## config.mk

```make
export PLATFORM = sky130hd
export DESIGN_NAME = power_seq
export DESIGN_NICKNAME = d
export VERILOG_FILES = /design/src/rtl/calc_pkg.sv /design/src/rtl/pow_mul_chk.sv /design/src/rtl/power_seq.sv
export SDC_FILE = /design/constraint.sdc
export NUM_CORES = 1
export LEC_CHECK = 0
export ABC_AREA = 1
export BUFFER_PORTS_ARGS = -buffer_cell sky130_fd_sc_hd__buf_4
export CAP_MARGIN = 5
export CORE_MARGIN = 4
export CORE_UTILIZATION = 35
export DETAILED_ROUTE_END_ITERATION = 8
export PLACE_DENSITY = 0.59
export REMOVE_ABC_BUFFERS = 1
export SLEW_MARGIN = 20
export SYNTH_ARGS = -nofsm -noshare
export SYNTH_HDL_FRONTEND = slang
export SYNTH_SLANG_ARGS = --single-unit
```

## constraint.sdc

```tcl
create_clock -name clk -period 8.52 [get_ports clk]
set_clock_uncertainty 0.1 [all_clocks]
set_input_delay 0.426 -clock clk [delete_from_list [all_inputs] [get_ports clk]]
set_output_delay 0.426 -clock clk [all_outputs]
set_load 0.03 [all_outputs]
```

## src/rtl/calc_pkg.sv

```systemverilog
// Shared types and constants for the calculator operator blocks.
package calc_pkg;

    typedef enum logic [0:0] {
        IDLE = 1'b0,
        CALC = 1'b1
    } pow_state_t;

    // Calculator convention: 0**0 evaluates to 0, not 1.
    localparam int unsigned POW_ZERO_POW_ZERO = 0;

endpackage

```

## src/rtl/pow_mul_chk.sv

```systemverilog
// Truncating multiplier that also reports whether the full product exceeded W bits.
module pow_mul_chk #(
    parameter int W = 8
) (
    input  logic [W-1:0] a,
    input  logic [W-1:0] b,
    output logic [W-1:0] p,
    output logic         ovf
);

    logic [2*W-1:0] full;

    always_comb begin
        full = {{W{1'b0}}, a} * {{W{1'b0}}, b};
        p    = full[W-1:0];
        ovf  = |full[2*W-1:W];
    end

endmodule

```

## src/rtl/power_seq.sv

```systemverilog
// Sequential square-and-multiply exponentiation, one exponent bit per clock.
//   state | meaning
//   IDLE  | waiting for start; result/overflow hold the last answer
//   CALC  | consuming exponent bits LSB first, done pulses on exit
module power_seq
    import calc_pkg::*;
#(
    parameter int WIDTH_BASE = 4,
    parameter int WIDTH_EXP  = 4,
    parameter int WIDTH_RES  = 8,
    parameter int SAT_MODE   = 1
) (
    input  logic                  clk,
    input  logic                  rst_n,
    input  logic                  start,
    input  logic [WIDTH_BASE-1:0] base,
    input  logic [WIDTH_EXP-1:0]  exp,
    output logic                  busy,
    output logic                  done,
    output logic [WIDTH_RES-1:0]  result,
    output logic                  overflow
);

    generate
        if (WIDTH_RES < WIDTH_BASE) begin : g_width_chk
            $error("power_seq: WIDTH_RES must be >= WIDTH_BASE");
        end
    endgenerate

    pow_state_t           state;
    logic [WIDTH_RES-1:0] acc;
    logic [WIDTH_RES-1:0] r;
    logic [WIDTH_EXP-1:0] e;
    logic                 acc_ovf;
    logic                 r_ovf;
    logic                 first;

    logic [WIDTH_RES-1:0] p_r;
    logic [WIDTH_RES-1:0] p_a;
    logic                 ovf_r;
    logic                 ovf_a;

    logic [WIDTH_EXP-1:0] e_nxt;
    logic [WIDTH_RES-1:0] r_nxt;
    logic                 r_ovf_nxt;
    logic                 trivial;
    logic [WIDTH_RES-1:0] triv_res;
    logic [WIDTH_RES-1:0] fin_res;

    pow_mul_chk #(.W(WIDTH_RES)) u_mul_r (
        .a   (r),
        .b   (acc),
        .p   (p_r),
        .ovf (ovf_r)
    );

    pow_mul_chk #(.W(WIDTH_RES)) u_mul_a (
        .a   (acc),
        .b   (acc),
        .p   (p_a),
        .ovf (ovf_a)
    );

    // acc may wrap to 0/1 later in a run, so trivial detection is gated to the first CALC cycle.
    always_comb begin
        e_nxt     = e >> 1;
        r_nxt     = e[0] ? p_r : r;
        r_ovf_nxt = r_ovf | (e[0] & (ovf_r | acc_ovf));
        trivial   = first && ((acc <= WIDTH_RES'(1)) || (e == '0));
        if (acc == '0) begin
            triv_res = (e == '0) ? WIDTH_RES'(POW_ZERO_POW_ZERO) : '0;
        end else begin
            triv_res = WIDTH_RES'(1);
        end
        fin_res   = ((SAT_MODE != 0) && r_ovf_nxt) ? '1 : r_nxt;
    end

    always_ff @(posedge clk or negedge rst_n) begin
        if (!rst_n) begin
            state    <= IDLE;
            acc      <= '0;
            r        <= '0;
            e        <= '0;
            acc_ovf  <= 1'b0;
            r_ovf    <= 1'b0;
            first    <= 1'b0;
            busy     <= 1'b0;
            done     <= 1'b0;
            result   <= '0;
            overflow <= 1'b0;
        end else begin
            done <= 1'b0;
            case (state)
                IDLE: begin
                    if (start) begin
                        acc     <= WIDTH_RES'(base);
                        r       <= WIDTH_RES'(1);
                        e       <= exp;
                        acc_ovf <= 1'b0;
                        r_ovf   <= 1'b0;
                        first   <= 1'b1;
                        busy    <= 1'b1;
                        state   <= CALC;
                    end
                end
                CALC: begin
                    first <= 1'b0;
                    if (trivial) begin
                        state    <= IDLE;
                        busy     <= 1'b0;
                        done     <= 1'b1;
                        result   <= triv_res;
                        overflow <= 1'b0;
                    end else begin
                        acc     <= p_a;
                        acc_ovf <= acc_ovf | ovf_a;
                        r       <= r_nxt;
                        r_ovf   <= r_ovf_nxt;
                        e       <= e_nxt;
                        if (e_nxt == '0) begin
                            state    <= IDLE;
                            busy     <= 1'b0;
                            done     <= 1'b1;
                            result   <= fin_res;
                            overflow <= r_ovf_nxt;
                        end
                    end
                end
                default: state <= IDLE;
            endcase
        end
    end

endmodule

```

# --- Word level (Yosys, flattened, before mapping) ---
# Index checks and enable logic that the tools add are counted.
totals:
  ff_bits: 35
  inputBits: 11
  out_inout_bits: 11
  word_cells: 66
classes:
  multipliers: 2
  order_cmp: 1
  eq_ne: 3
  mux: 33
  bitwise_logic: 5
  n_reduce_logical: 11
ops:
  columns: ["op", "count"]
  rows:
  - ["8-bit two-way mux", 8]
  - ["8-bit by 8-bit multiplier with 16-bit output", 2]
  - ["8-bit case mux with 2 select lines", 2]
  - ["8-bit OR reduction", 2]
  - ["1-bit two-way mux", 15]
  - ["1-bit case mux with 2 select lines", 5]
  - ["8-bit by 1-bit less-or-equal comparator with 1-bit output, second input constant", 1]
  - ["4-bit logical NOT", 2]
  - ["8-bit logical NOT", 1]
  - ["4-bit two-way mux", 2]
  - ["4-bit case mux with 2 select lines", 1]
  - ["2-bit AND reduction", 3]
  - ["2-bit inequality test, second input constant", 2]
  - ["3-bit by 1-bit inequality test with 1-bit output, second input constant", 1]
  - ["1-bit bitwise OR", 3]
  - ["2-bit nonzero test", 1]
  - ["1-bit bitwise AND", 1]
  - ["1-bit logical AND", 1]
  - ["1-bit logical OR", 1]
  - ["1-bit NOT", 1]

# --- Longest topological paths before layout ---
depth:
  ltp_word: 8
  mapped_depth: 29
  depth_no_buf: 27

# --- By module ---
# Synthesis repeated with hierarchy kept, for this count alone.
hier_totals:
  cells_unflattened: 961
  hier_area_um2: 6491.2
by_module_without_submodules:
  columns: ["module", "instances", "cells_per_inst", "area_each_um2"]
  rows:
  - ["pow_mul_chk at u_mul_r", 1, 381, 2427.3]
  - ["pow_mul_chk at u_mul_a", 1, 377, 2406.1]
  - ["power_seq", 1, 203, 1657.8]

# --- Worst setup path after synthesis ---
# Ideal clock, no wire load.
synth_timing:
  kind: "register to register"
  start: "reg acc[5]"
  end: "reg result[1]"
  setup_ps: 126
  arrival_ps: 4403
  path_slack_ps: 3891
  stages_incl_launch_ff: 24
  synth_period_minus_slack_ps: 4629
  cell_sequence: "dfrtp_1 clkbuf_1 clkbuf_1 nand2_1 fa_1 fa_1 fa_1 inv_1 fa_1 ha_1 nand2_1 inv_1 a21oi_1 nand2_1 nand2_1 nand2_1 nor2_1 nand2_1 nor2_1 nand2_1 nand2_2 nand2_2 nand2_4 nand3_1"
synth_between:
  elab_chain_cells: 8
  elab_cells_between_ends: 13
  classes_between: "mul: 1; order compare: 1; mux: 3; bitwise: 3; reduce/logical: 5"
synth_rtl:
  columns: ["item", "line", "source"]
  rows:
  - ["start, declared", "power_seq.sv:31", "logic [WIDTH_RES-1:0] acc;"]
  - ["start signal, assigned", "power_seq.sv:96", "acc <= WIDTH_RES'(base);"]
  - ["start signal, assigned", "power_seq.sv:115", "acc <= p_a;"]
  - ["8-bit by 8-bit multiplier with 16-bit output", "pow_mul_chk.sv:14", "full = {{W{1'b0}}, a} * {{W{1'b0}}, b};"]
  - ["8-bit OR reduction", "pow_mul_chk.sv:16", "ovf = |full[2*W-1:W];"]
  - ["1-bit bitwise OR", "power_seq.sv:68", "r_ovf_nxt = r_ovf | (e[0] & (ovf_r | acc_ovf));"]
  - ["1-bit bitwise AND", "power_seq.sv:68", null]
  - ["1-bit bitwise OR", "power_seq.sv:68", null]
  - ["8-bit two-way mux", "power_seq.sv:75", "fin_res = ((SAT_MODE != 0) && r_ovf_nxt) ? '1 : r_nxt;"]
  - ["8-bit two-way mux", "power_seq.sv:120", "if (e_nxt == '0) begin"]
  - ["8-bit two-way mux", "power_seq.sv:108", "if (trivial) begin"]
  - ["end signal, assigned", "power_seq.sv:112", "result <= triv_res;"]
  - ["end signal, assigned", "power_seq.sv:124", "result <= fin_res;"]
  - ["end, declared", "power_seq.sv:20", "output logic [WIDTH_RES-1:0] result,"]
# Several ways; a longest one is shown, not always the timed one. The select of a mux whose other input is x is not followed.
# A chain may end at the register's enable or synchronous reset.

# --- Worst setup path in the final report ---
layout_timing:
  start: "reg acc[5]"
  end: "reg result[2]"
# Same word-level chain as after synthesis.

==> results.cfg <==
[layout]
syn_to_final_growth_pct = 7.41
utilization_pct = 38.6
n_antenna_cell = 0
drive_above_1_share_pct = 6.64
finalNetCount = 933
finalInstanceArea_sq_um = 6150
nFillCells = 1700

[critical_path]
r2r_cells = 22
critPathMaxFanout = 20
endpoint_kind = register
worstPathRequired_ps = 8580
critPathKind = register to register
r2r-end = result[2]$_DFFE_PN0P_
r2r_setup_slack_ps = 3590
critPathLaunchType = register
crit_end = result[2]$_DFFE_PN0P_
r2r-start = acc[5]$_DFFE_PN0P_
cp.arrival_ps = 4980
critPathLaunch = acc[5]$_DFFE_PN0P_

[synth]
synth_edf_count = 0
syn_area_per_cell_sq_um = 7.18
yosysSeqAreaShare_pct = 15.3
synth_top_cell_area_share_pct = 21.3
netlist_area_sq_um = 5720
synth_common_cells = nand2_1, inv_1, ha_1, fa_1, nand3_1
synth_area_leaders = fa_1, dfrtp_1, nand2_1
synth_most_common_cell = nand2_1
netlist_instances = 797
ys_async_sr_fraction_pct = 100
yosysUniqueCellTypes = 38
yosys_warnings = 0
yosysTopAreaCell = fa_1
ys.flop_type = dfrtp_1
yosys_register_bits = 35

[cts]
cts.sinks = 35
cts_root_buf = clkbuf_16
postCtsHoldBufs = 0
clk_pin_slew_ps = 60
h-tree-depth = 2
clockBufferDepth = 2
post-cts-setup-buffer-count = 0
cts_resized = 0
cts_made_buffers = 5
clk_latency_ps = 280
cts_tree = done

[grt]
grt_pass1_wl_mm = 21.1
grtUsageTotal_pct = 13.8
antenna_found_initial = 0
grt-ovfl-total = 0
first_global_vias = 4334
grt_max_degree = 36

[die]
rows = 46
io_pins = 22
fp.dieArea_sq_um = 18500
die_w_microns = 136
initial_core_util_pct = 35.9
die_height_microns = 136
core_area_sq_um = 15900

[route]
post_drt_via_cell_ratio = 4.49
drc = 0
wire_per_inst_microns = 12.0
vias = 4553
dr.pass1.iters = 5
drt_iter0_drc = 295
ant_nets = 0
totalWireLength_mm = 12.2

[place]
dp_hpwl_mm = 9.90
placed_cell_area_sq_um = 6010
port_buffers = 21
gp_congestion = 0.814

[flow_run]
cap_violations = 0

[timing]
max_clock_freq_mhz = 203
finalSetupTns_ps = 0
finalCriticalPeriod_ps = 4930
tightestPinTransition_ps = 752
grt_setup_unrepaired = false
period_share_pct = 57.8
drv_slew = 0
slew_headroom_pct = 49.9
fin_hold_ws_ps = -4.93
hold_violations = 4
setup_violations = 0

[outcome]
status = finished, violations left
violations = hold timing

[min_path]
min_path_type = primary input to asynchronous set/reset pin
[state kept, by name, summed over array words and instances, names as in the netlist]
signal	cells
r_ovf	1
e	4
result	8
overflow	1
state	1
busy	1
first	1
r	8
acc	8
acc_ovf	1
done	1
[cell usage in the layout (no fill, tap or decap), drive strengths merged, types with 8 or more instances in the layout]
master	count
fa	61
nand2	237
nand3	42
nand4	8
ha	64
xnor2	8
xor2	8
nor2	38
inv	210
o21ai	26
buf	21
dfrtp	35
a21oi	15
[worst min path at each step]
stage / to
after global placement: result[2]$_DFFE_PN0P_
after floorplan: acc[0]$_DFFE_PN0P_
final: result[3]$_DFFE_PN0P_
after detailed placement: result[2]$_DFFE_PN0P_
after CTS: result[2]$_DFFE_PN0P_
after global routing: r[2]$_DFFE_PN0P_
[worst max-delay path, stage by stage, from the launching register on]
cell	delay, ps
dfrtp_1	830
nand2_1	170
fa_1	530
fa_1	500
inv_1	50
fa_1	480
inv_1	50
fa_1	470
inv_1	40
ha_1	350
nand2_1	90
nor2_1	140
nand3_1	120
nand2_1	110
nand2_1	70
nand3_1	80
nand3_1	70
nor2_1	110
nand2_1	100
nand2_2	90
nand2_2	80
nand2_4	110
nand3_1	80
[layer usage]
layer / global-route usage (%) / wire, microns / share of wire (%)
met1: 21.1 / 6220 / 51
met2: 21.5 / 5400 / 44
met3: 1.22 / 396 / 3.3
met4: 2.58 / 150 / 1.2
met5: 0 / 0 / 0
[stage by stage]
stage	setup WS [ps]	std cells
2_1_floorplan	4120	769
3_3_place_gp	3600	1006
3_5_place_dp	3580	1006
4_1_cts	3560	1014
5_1_grt	3190	1014
6_report	3590	1014
[cell type report]
cell class | count | area (sq um) | share of cell area, %
multi-input combinational | 524 | 3920 | 63.7
inverter | 210 | 788 | 12.8
timing repair buffer | 21 | 158 | 2.56
clock buffer | 7 | 133 | 2.16
clock inverter | 1 | 5.00 | 0.0814
sequential | 35 | 876 | 14.2
tap | 216 | 270 | 4.40
[logic make-up (layout without fill, tap and decap cells)]
family | Yosys count | in the layout | synth area share (%)
xor gates and xnor gates | 16 | 16 | 2.45
DFF | 35 | 35 | 15.3
and+or+nand+nor | 331 | 331 | 24.7
adders and majority gates | 125 | 125 | 35.3
AOI/OAI and AO/OA | 52 | 52 | 5.99
buffers and inverters | 238 | 239 | 16.2
Power is left out: the tool's default activity adds up to more than one toggle a clock period on the data nets, which glitch-free logic cannot reach.
